## src/rtl/llc_pkg.sv

```systemverilog
// Shared trace-command encoding, event bundle and default sizing for the LLC front end.
package llc_pkg;

  localparam int unsigned LlcDepth = 4;
  localparam int unsigned LlcAw    = 32;

  typedef enum logic [3:0] {
    CmdPrRd    = 4'd0,
    CmdPrWr    = 4'd1,
    CmdIfetch  = 4'd2,
    CmdBusUpgr = 4'd3,
    CmdBusRd   = 4'd4,
    CmdNop     = 4'd5,
    CmdBusRdx  = 4'd6,
    CmdClear   = 4'd8,
    CmdPrint   = 4'd9
  } llc_cmd_e;

  typedef struct packed {
    logic pr_rd;
    logic pr_wr;
    logic bus_rd;
    logic bus_rdx;
    logic bus_upgr;
    logic instr;
    logic clear_all;
    logic print_req;
  } llc_ev_t;

  // Codes 7 and 10-15 have no meaning in the trace format.
  function automatic logic llc_is_illegal(input logic [3:0] code);
    return (code == 4'd7) || (code >= 4'd10);
  endfunction

  function automatic llc_ev_t llc_decode(input logic [3:0] code);
    llc_ev_t ev;
    ev = '0;
    case (code)
      CmdPrRd:    ev.pr_rd = 1'b1;
      CmdPrWr:    ev.pr_wr = 1'b1;
      CmdIfetch: begin
        ev.pr_rd = 1'b1;
        ev.instr = 1'b1;
      end
      CmdBusUpgr: ev.bus_upgr  = 1'b1;
      CmdBusRd:   ev.bus_rd    = 1'b1;
      CmdBusRdx:  ev.bus_rdx   = 1'b1;
      CmdClear:   ev.clear_all = 1'b1;
      CmdPrint:   ev.print_req = 1'b1;
      default:    ev = '0;
    endcase
    return ev;
  endfunction

endpackage

```

## src/rtl/llc_cmd_fifo.sv

```systemverilog
// Command FIFO with occupancy counter; read data is the head entry (show-ahead).
module llc_cmd_fifo #(
  parameter int unsigned DEPTH = 4,
  parameter int unsigned WIDTH = 36
) (
  input  logic             clk_i,
  input  logic             rst_ni,
  input  logic             push_i,
  input  logic [WIDTH-1:0] wdata_i,
  input  logic             pop_i,
  output logic [WIDTH-1:0] rdata_o,
  output logic             full_o,
  output logic             empty_o
);

  localparam int unsigned PtrW = (DEPTH > 1) ? $clog2(DEPTH) : 1;
  localparam int unsigned CntW = $clog2(DEPTH + 1);

  logic [PtrW-1:0]  wr_ptr_q, wr_ptr_d;
  logic [PtrW-1:0]  rd_ptr_q, rd_ptr_d;
  logic [CntW-1:0]  count_q, count_d;
  logic [WIDTH-1:0] mem_q [DEPTH];
  logic             push_ok, pop_ok;

  assign full_o  = (count_q == CntW'(DEPTH));
  assign empty_o = (count_q == '0);
  assign push_ok = push_i & ~full_o;
  assign pop_ok  = pop_i & ~empty_o;
  assign rdata_o = mem_q[rd_ptr_q];

  // DEPTH is a power of two, so the pointers wrap naturally at their width.
  always_comb begin
    wr_ptr_d = wr_ptr_q;
    rd_ptr_d = rd_ptr_q;
    count_d  = count_q;
    if (push_ok) wr_ptr_d = wr_ptr_q + 1'b1;
    if (pop_ok)  rd_ptr_d = rd_ptr_q + 1'b1;
    case ({push_ok, pop_ok})
      2'b10:   count_d = count_q + 1'b1;
      2'b01:   count_d = count_q - 1'b1;
      default: count_d = count_q;
    endcase
  end

  always_ff @(posedge clk_i or negedge rst_ni) begin
    if (!rst_ni) begin
      wr_ptr_q <= '0;
      rd_ptr_q <= '0;
      count_q  <= '0;
    end else begin
      wr_ptr_q <= wr_ptr_d;
      rd_ptr_q <= rd_ptr_d;
      count_q  <= count_d;
    end
  end

  always_ff @(posedge clk_i) begin
    if (push_ok) mem_q[wr_ptr_q] <= wdata_i;
  end

endmodule

```

## src/rtl/llc_cmd_decoder.sv

```systemverilog
// Buffers trace commands and turns each popped entry into one registered MESI event pulse.
module llc_cmd_decoder
  import llc_pkg::*;
#(
  parameter int unsigned DEPTH = LlcDepth,
  parameter int unsigned AW    = LlcAw
) (
  input  logic          clk,
  input  logic          rst,
  input  logic          cmd_valid,
  input  logic [3:0]    cmd,
  input  logic [AW-1:0] cmd_addr,
  output logic          cmd_ready,
  input  logic          mesi_ready,
  output logic          PrRd,
  output logic          PrWr,
  output logic          BusRd,
  output logic          BusRdx,
  output logic          BusUpgr,
  output logic          instr,
  output logic [AW-1:0] ev_addr,
  output logic          clear_all,
  output logic          print_req,
  output logic [7:0]    illegal_cnt
);

  logic          fifo_full, fifo_empty;
  logic          push, pop;
  logic [AW+3:0] fifo_rdata;
  logic [3:0]    head_cmd;
  logic [AW-1:0] head_addr;

  llc_ev_t       ev_q, ev_d;
  logic [AW-1:0] ev_addr_q, ev_addr_d;
  logic [7:0]    illegal_cnt_q, illegal_cnt_d;

  // Gated by rst so upstream sees "not ready" for the whole reset window.
  assign cmd_ready = ~fifo_full & rst;
  assign push      = cmd_valid & cmd_ready;
  assign pop       = ~fifo_empty & mesi_ready;
  assign head_cmd  = fifo_rdata[AW+3:AW];
  assign head_addr = fifo_rdata[AW-1:0];

  llc_cmd_fifo #(
    .DEPTH (DEPTH),
    .WIDTH (AW + 4)
  ) u_fifo (
    .clk_i   (clk),
    .rst_ni  (rst),
    .push_i  (push),
    .wdata_i ({cmd, cmd_addr}),
    .pop_i   (pop),
    .rdata_o (fifo_rdata),
    .full_o  (fifo_full),
    .empty_o (fifo_empty)
  );

  always_comb begin
    ev_d          = '0;
    ev_addr_d     = ev_addr_q;
    illegal_cnt_d = illegal_cnt_q;
    if (pop) begin
      ev_d      = llc_decode(head_cmd);
      ev_addr_d = head_addr;
      if (llc_is_illegal(head_cmd) && (illegal_cnt_q != 8'hff)) begin
        illegal_cnt_d = illegal_cnt_q + 8'd1;
      end
    end
  end

  always_ff @(posedge clk or negedge rst) begin
    if (!rst) begin
      ev_q          <= '0;
      ev_addr_q     <= '0;
      illegal_cnt_q <= '0;
    end else begin
      ev_q          <= ev_d;
      ev_addr_q     <= ev_addr_d;
      illegal_cnt_q <= illegal_cnt_d;
    end
  end

  assign PrRd        = ev_q.pr_rd;
  assign PrWr        = ev_q.pr_wr;
  assign BusRd       = ev_q.bus_rd;
  assign BusRdx      = ev_q.bus_rdx;
  assign BusUpgr     = ev_q.bus_upgr;
  assign instr       = ev_q.instr;
  assign clear_all   = ev_q.clear_all;
  assign print_req   = ev_q.print_req;
  assign ev_addr     = ev_addr_q;
  assign illegal_cnt = illegal_cnt_q;

endmodule

```

## config.mk

```make
export PLATFORM = sky130hd
export DESIGN_NAME = llc_cmd_decoder
export DESIGN_NICKNAME = d
export VERILOG_FILES = /design/src/rtl/llc_pkg.sv /design/src/rtl/llc_cmd_fifo.sv /design/src/rtl/llc_cmd_decoder.sv
export SDC_FILE = /design/constraint.sdc
export NUM_CORES = 1
export LEC_CHECK = 0
export CAP_MARGIN = 10
export CORE_UTILIZATION = 30
export DETAILED_ROUTE_END_ITERATION = 12
export HOLD_SLACK_MARGIN = 0.15
export PLACE_DENSITY = 0.48
export SETUP_SLACK_MARGIN = 0.5
export SLEW_MARGIN = 20
export SYNTH_ARGS = -nofsm -noshare
export SYNTH_HDL_FRONTEND = slang
export SYNTH_HIERARCHICAL = 1
export SYNTH_SLANG_ARGS = --single-unit
```

## constraint.sdc

```tcl
create_clock -name clk -period 2.8 [get_ports clk]
set_input_delay 0.28 -clock clk [delete_from_list [all_inputs] [get_ports clk]]
set_output_delay 0.28 -clock clk [all_outputs]
set_load 0.02 [all_outputs]
```

## Word-level counts from Yosys, hierarchy flattened

Memories as Yosys holds them, arrays and structs flattened.
Index checks and enable logic that the tools add are counted.

- Flip-flop bits (word level): 55
- Memory bits (writable): 144
- Bits of input ports: 40
- Output and inout bits: 49
- Word-level logic and storage cells: 58
- Memories kept: 1

Memories:

| name | words | width | read ports | clocked after Yosys merged registers in | wr ports | line | source |
|---|---|---|---|---|---|---|---|
| u_fifo.mem_q | 4 | 36 | 1 | 0 | 1 | llc_cmd_fifo.sv:22 | `logic [WIDTH-1:0] mem_q [DEPTH];` |

- $add $sub $neg: 5
- Magnitude comparators: 1
- Equal/unequal tests: 12
- Multiplexer cells: 12
- Bitwise gates (word level): 7
- Reductions and logical operators: 7

Operator list:

| operator | number |
|---|---|
| $eq A4 B3 Y1 const B | 3 |
| $mux W1 | 10 |
| $add A8 B1 Y8 const B | 1 |
| $eq A4 B2 Y1 const B | 2 |
| $eq A4 B4 Y1 const B | 2 |
| $mux W8 | 1 |
| $ne A8 B8 Y1 const B | 1 |
| $pmux W3 S2 | 1 |
| $and A1 B1 Y1 | 5 |
| $add A2 B1 Y2 const B | 2 |
| $eq A4 B1 Y1 const B | 1 |
| $ge A4 B4 Y1 const B | 1 |
| $logic_not A4 Y1 | 1 |
| $add A3 B1 Y3 const B | 1 |
| $eq A3 B3 Y1 const B | 1 |
| $logic_not A3 Y1 | 1 |
| $sub A3 B1 Y3 const B | 1 |
| $eq A2 B1 Y1 const B | 1 |
| $eq A2 B2 Y1 const B | 1 |
| $not A1 Y1 | 2 |
| $reduce_and A2 Y1 | 1 |
| $reduce_bool A2 Y1 | 1 |
| $reduce_or A2 Y1 | 1 |
| $logic_and A1 B1 Y1 | 1 |
| $logic_or A1 B1 Y1 | 1 |

## Longest topological paths before layout

- Depth after elaboration: 7
- Depth in mapped cells: 12

## By module

Netlist, hierarchy kept.

Modules (own cells, without submodules):

| module | instances | cells each | area an instance (um^2) |
|---|---|---|---|
| llc_cmd_fifo | 1 | 226 | 5,616.6 |
| llc_cmd_decoder | 1 | 201 | 1,916.8 |

## Least setup slack after synthesis

No wires, ideal clock.

- Path type: register to register
- From: register u_fifo.count_q[0]
- To: register u_fifo.count_q[2]
- Setup time: 79 ps
- Arrival time: 2,358 ps
- Required time: 2,721 ps
- Setup slack: 363 ps
- Cell stages (with the launch flop): 13
- Cell sequence: dfrtp_1 > nor3_1 > or2b_2 > buf_2 > clkinv_1 > buf_2 > o31a_2 > ha_1 > inv_1 > fa_1 > xor2_1 > nor2_1 > xor2_1

RTL lines:

| item | line | source |
|---|---|---|
| start: declaration | llc_cmd_fifo.sv:21 | `logic [CntW-1:0] count_q, count_d;` |
| start signal: assignment | llc_cmd_fifo.sv:53 | `count_q <= count_d;` |
| $logic_not A3 Y1 (*) | llc_cmd_fifo.sv:26 | `assign empty_o = (count_q == '0);` |
| net fifo_empty | llc_cmd_decoder.sv:27 | `logic fifo_full, fifo_empty;` |
| $not A1 Y1 (*) | llc_cmd_decoder.sv:40 | `assign pop = ~fifo_empty & mesi_ready;` |
| $and A1 B1 Y1 (*) | llc_cmd_decoder.sv:40 |  |
| net pop | llc_cmd_decoder.sv:28 | `logic push, pop;` |
| $and A1 B1 Y1 (*) | llc_cmd_fifo.sv:28 | `assign pop_ok = pop_i & ~empty_o;` |
| net u_fifo.pop_ok | llc_cmd_fifo.sv:23 | `logic push_ok, pop_ok;` |
| $eq A2 B1 Y1 or $eq A2 B2 Y1 (tied branches) | llc_cmd_fifo.sv:38 | `case ({push_ok, pop_ok})` |
| $pmux W3 S2 or $reduce_bool A2 Y1 (tied branches) | -- |  |

The timed path passes the listed nets; every way through them passes the cells marked *.
A chain may end at the register's enable or synchronous reset.

## Worst setup path after layout

- From: register u_fifo.count_q[1]
- To: register u_fifo.count_q[2]

- Word-level cells in the longest chain between the ends: 7

RTL lines:

| item | line | source |
|---|---|---|
| $eq A3 B3 Y1 (*) | llc_cmd_fifo.sv:25 | `assign full_o = (count_q == CntW'(DEPTH));` |
| net fifo_full | llc_cmd_decoder.sv:27 |  |
| $not A1 Y1 (*) | llc_cmd_decoder.sv:38 | `assign cmd_ready = ~fifo_full & rst;` |
| $and A1 B1 Y1 (*) | llc_cmd_decoder.sv:38 |  |
| $and A1 B1 Y1 (*) | llc_cmd_decoder.sv:39 | `assign push = cmd_valid & cmd_ready;` |
| net push | llc_cmd_decoder.sv:28 |  |
| $and A1 B1 Y1 (*) | llc_cmd_fifo.sv:27 | `assign push_ok = push_i & ~full_o;` |
| $eq A2 B1 Y1 or $eq A2 B2 Y1 (tied branches) | llc_cmd_fifo.sv:38 |  |
| $pmux W3 S2 or $reduce_bool A2 Y1 (tied branches) | -- |  |

Marked as above.

==> metrics.md <==
| Metric | Value |
|---|---|
| Cell Area, Synth | 7530 µm² |
| Top Ports | 89 |
| CTS Buf Count | 17 |
| Switching power | slightly below 0.003 W |
| Mean Syn Cell Area | approximately 18 µm² |
| Final WL | between 15000 and 20000 µm |
| Int Pwr | about 0.0065 W |
| Startpoint Class | flop |
| Detailed Routing Iterations Pass 1 | 4 |
| CTS tree | yes |
| RSZ-0062 raised after global routing | true |
| Routed len/inst | ~18 µm |
| Clock buffer depth | 2 |
| ANT nets after route | 0 |
| Mapped Nets | about 470 |
| Area growth, synth to finish | 26.5% |
| Synth Register Bits | between 150 and 200 |
| Req. time, crit path | between 3 and 4 ns |
| Clock power frac | 0.250 |
| Synth area leader | edfxtp_1 |
| Worst slew pin tran | 0.511 ns |
| LEAKAGE | 3.49 nW |
| Synth area leaders | edfxtp_1 (57%), dfrtp_1 (18%), mux4_2 (11%), nand2_1 (5.3%), ha_1 (1.0%) |
| Initial antenna violation count | 1 |
| Worst vdd ir | just under 400 µV |
| Total gr overflow | 0 |
| Max Clk Rate | ~440 MHz |
| Status | completed |
| Vias in the first global route | 4138 |
| Routability Congestion | roughly 0.73 |
| Fin Setup TNS | 0 ns |
| Logic gate share of total power | 0.317 |
| Final Cycle Share | 0.820 |
| Slew Limit Fails | 0 |
| Initial core utilization | 0.308 |
| Slew HR | 0.659 |
| Detailed Route Iter0 Violations | 188 |
| Mapped Cells | 427 |
| Row count | 57 |
| GRT Overall Usage | 0.127 |
| Clock skew | 0.0149 ns |
| Die Wd | between 150 and 200 µm |
| Clock root buffer | clkbuf_16 |
| Seq pwr share | 0.433 |
| Vias | 3915 |
| Top cell type's share of synthesized area | 0.574 |
| Height of the die | roughly 160 µm |
| Pwr Density | ~1000 nW/µm² |
| First-pass GRT wire length | between 20000 and 25000 µm |
| Detail Placement HPWL | approximately 9200 µm |
| Worst setup EP type | flop |
| Total of max-cap violations | 0 |
| Netlist cell types | 37 |
| Seq/Total Area, Yosys | 0.757 |
| Ratio of cells with drive above 1 in the final layout | 0.198 |
| Worst-path fanout max | 3 |
| Number of remaining DRC errors | 0 |
| CP Data Arrival Time | approximately 2.7 ns |
| WHS | about 0.47 ns |
| Crit path kind | flop to flop |
| Minimum clock period | 2.30 ns |
| CTS clk-pin slew, worst paths | about 0.070 ns |
| Yosys warns | 6 |
| Largest net degree at the start of global routing | 38 |
| Vias/cell | 4.47 |
| DIE AREA | ~26000 µm² |
| Final hold violation count | 0 |
| H-tree depth | 4 |
| Nets@finish | around 600 |
| Port buffer count | between 80 and 90 |
| Clock insertion delay at the later pin of the skew report | about 0.43 ns |
| Switching share of power | 0.310 |
| Endpoints failing setup | 0 |
| Clk sinks | approximately 200 |
| Min-Delay Path Class | flop to flop |
| Core footprint | ~24000 µm² |
-- metrics by stage --
| step | utilization | cells | power (W) | setup WS, ns | cell area [µm²] |
|---|---|---|---|---|---|
| 6_report | 0.389 | 876 | 0.00949 | 0.503 | 9530 |
| 5_1_grt | 0.389 | 875 | 0.0100 | 0.411 | 9520 |
| 4_1_cts | 0.388 | 872 | 0.00963 | 0.524 | 9490 |
| 3_5_place_dp | 0.363 | 835 | 0.00719 | 0.454 | 8880 |
| 3_3_place_gp | 0.363 | 835 | 0.00715 | 0.500 | 8880 |
| 2_1_floorplan | - | 427 | 0.00599 | 0.523 | 7560 |
-- worst max-delay path: stages, from the launching register on --
cell,delay [ns]
dfrtp_1,0.39
or3b_4,0.41
inv_2,0.06
nor2b_2,0.04
and2_4,0.16
and2_4,0.14
inv_4,0.05
ha_4,0.13
inv_2,0.04
fa_2,0.37
xor2_1,0.15
nor2_1,0.14
xor2_1,0.14
-- power by group through the flow --
stage	clock (W)	combinational, W	sequential [W]
5_1_grt	0.00256	0.00329	0.00419
6_report	0.00237	0.00301	0.00411
3_5_place_dp	0	0.00299	0.00420
4_1_cts	0.00244	0.00306	0.00414
2_1_floorplan	0	0.00160	0.00439
3_3_place_gp	0	0.00297	0.00418
-- cell families after synthesis --
| family | after synthesis | synth area share |
|---|---|---|
| AND/OR/NAND/NOR | 142 | 0.0835 |
| AO/OA/AOI/OAI | 6 | 0.00614 |
| flip-flops | 199 | 0.757 |
| XOR/XNOR | 7 | 0.00814 |
| buffers and inverters | 23 | 0.0144 |
| multiplexers | 43 | 0.118 |
| adder cells (fa/ha/maj) | 7 | 0.0126 |
-- state kept, by name, indices dropped and copies added, names as in the netlist --
name	cells
instr	1
u_fifo/count_q	3
u_fifo/wr_ptr_q	2
illegal_cnt	8
u_fifo/rd_ptr_q	2
PrRd	1
clear_all	1
BusUpgr	1
PrWr	1
BusRdx	1
print_req	1
ev_addr	32
u_fifo/mem_q	144
BusRd	1
-- synth_stat cells (all sizes together) --
cell / instances
a21oi: 4
and2: 2
and3: 8
and4: 1
buf: 12
clkbuf: 3
clkinv: 1
dfrtp: 55
edfxtp: 144
fa: 1
ha: 6
inv: 7
mux2: 6
mux2i: 1
mux4: 36
nand2: 107
nand2b: 1
nand3: 2
nand4: 4
nor2: 7
nor2b: 1
nor3: 4
nor4: 2
o21ai: 1
o31a: 1
or2b: 1
or3: 1
or3b: 1
xnor2: 4
xor2: 3
-- layout make-up --
type | count | area (µm²)
Clock inverter | 12 | 128
Antenna cell | 1 | 2.50
Timing Repair Buffer | 107 | 1070
Clock buffer | 20 | 437
Inverter | 8 | 33.8
Fill cell | 2248 | 14900
Multi-Input combinational cell | 205 | 1750
Sequential cell | 199 | 5700
Tap cell | 324 | 405
-- path summary, 6_finish.rpt --
check	startpoint	endpoint	slack [ns]	cells past startpoint
min reg2reg	ev_addr[27]$_DFFE_PN0P_	ev_addr[27]$_DFFE_PN0P_	0.47	2
max	u_fifo/count_q[1]$_DFFE_PN0P_	u_fifo/count_q[2]$_DFFE_PN0P_	0.50	12
min	ev_addr[27]$_DFFE_PN0P_	ev_addr[27]$_DFFE_PN0P_	0.47	2
max in group asynchronous	rst	u_fifo/rd_ptr_q[0]$_DFFE_PN0P_	1.50	4
max reg2reg	u_fifo/count_q[1]$_DFFE_PN0P_	u_fifo/count_q[2]$_DFFE_PN0P_	0.50	12
min in group asynchronous	rst	ev_addr[7]$_DFFE_PN0P_	0.50	3
-- cell usage in the layout (no fill, tap or decap), types with 6 or more instances in the layout --
cell type and n:
and3_2 6, buf_4 14, clkbuf_16 17, clkdlybuf4s50_1 87, dfrtp_1 53, edfxtp_1 144, mux4_2 36, nand2_1 106
nor2_1 7
-- per-layer routing --
layer | track usage | share of wire
met5 | 0 | 0
met4 | 0.0481 | 0.016
met3 | 0.0282 | 0.030
met2 | 0.224 | 0.53
met1 | 0.151 | 0.43
-- timing repair --
item | 4_1_cts | 5_1_grt
hold endpoints to repair | 21 | 0
hold buffers | 1 | 0
pin swaps | 2 | 6
gates resized for setup | 0 | 4
endpoints found under the setup margin | 1 | 1
setup buffers | 4 | 3
Note: power is estimated with default switching activity, not from simulation.
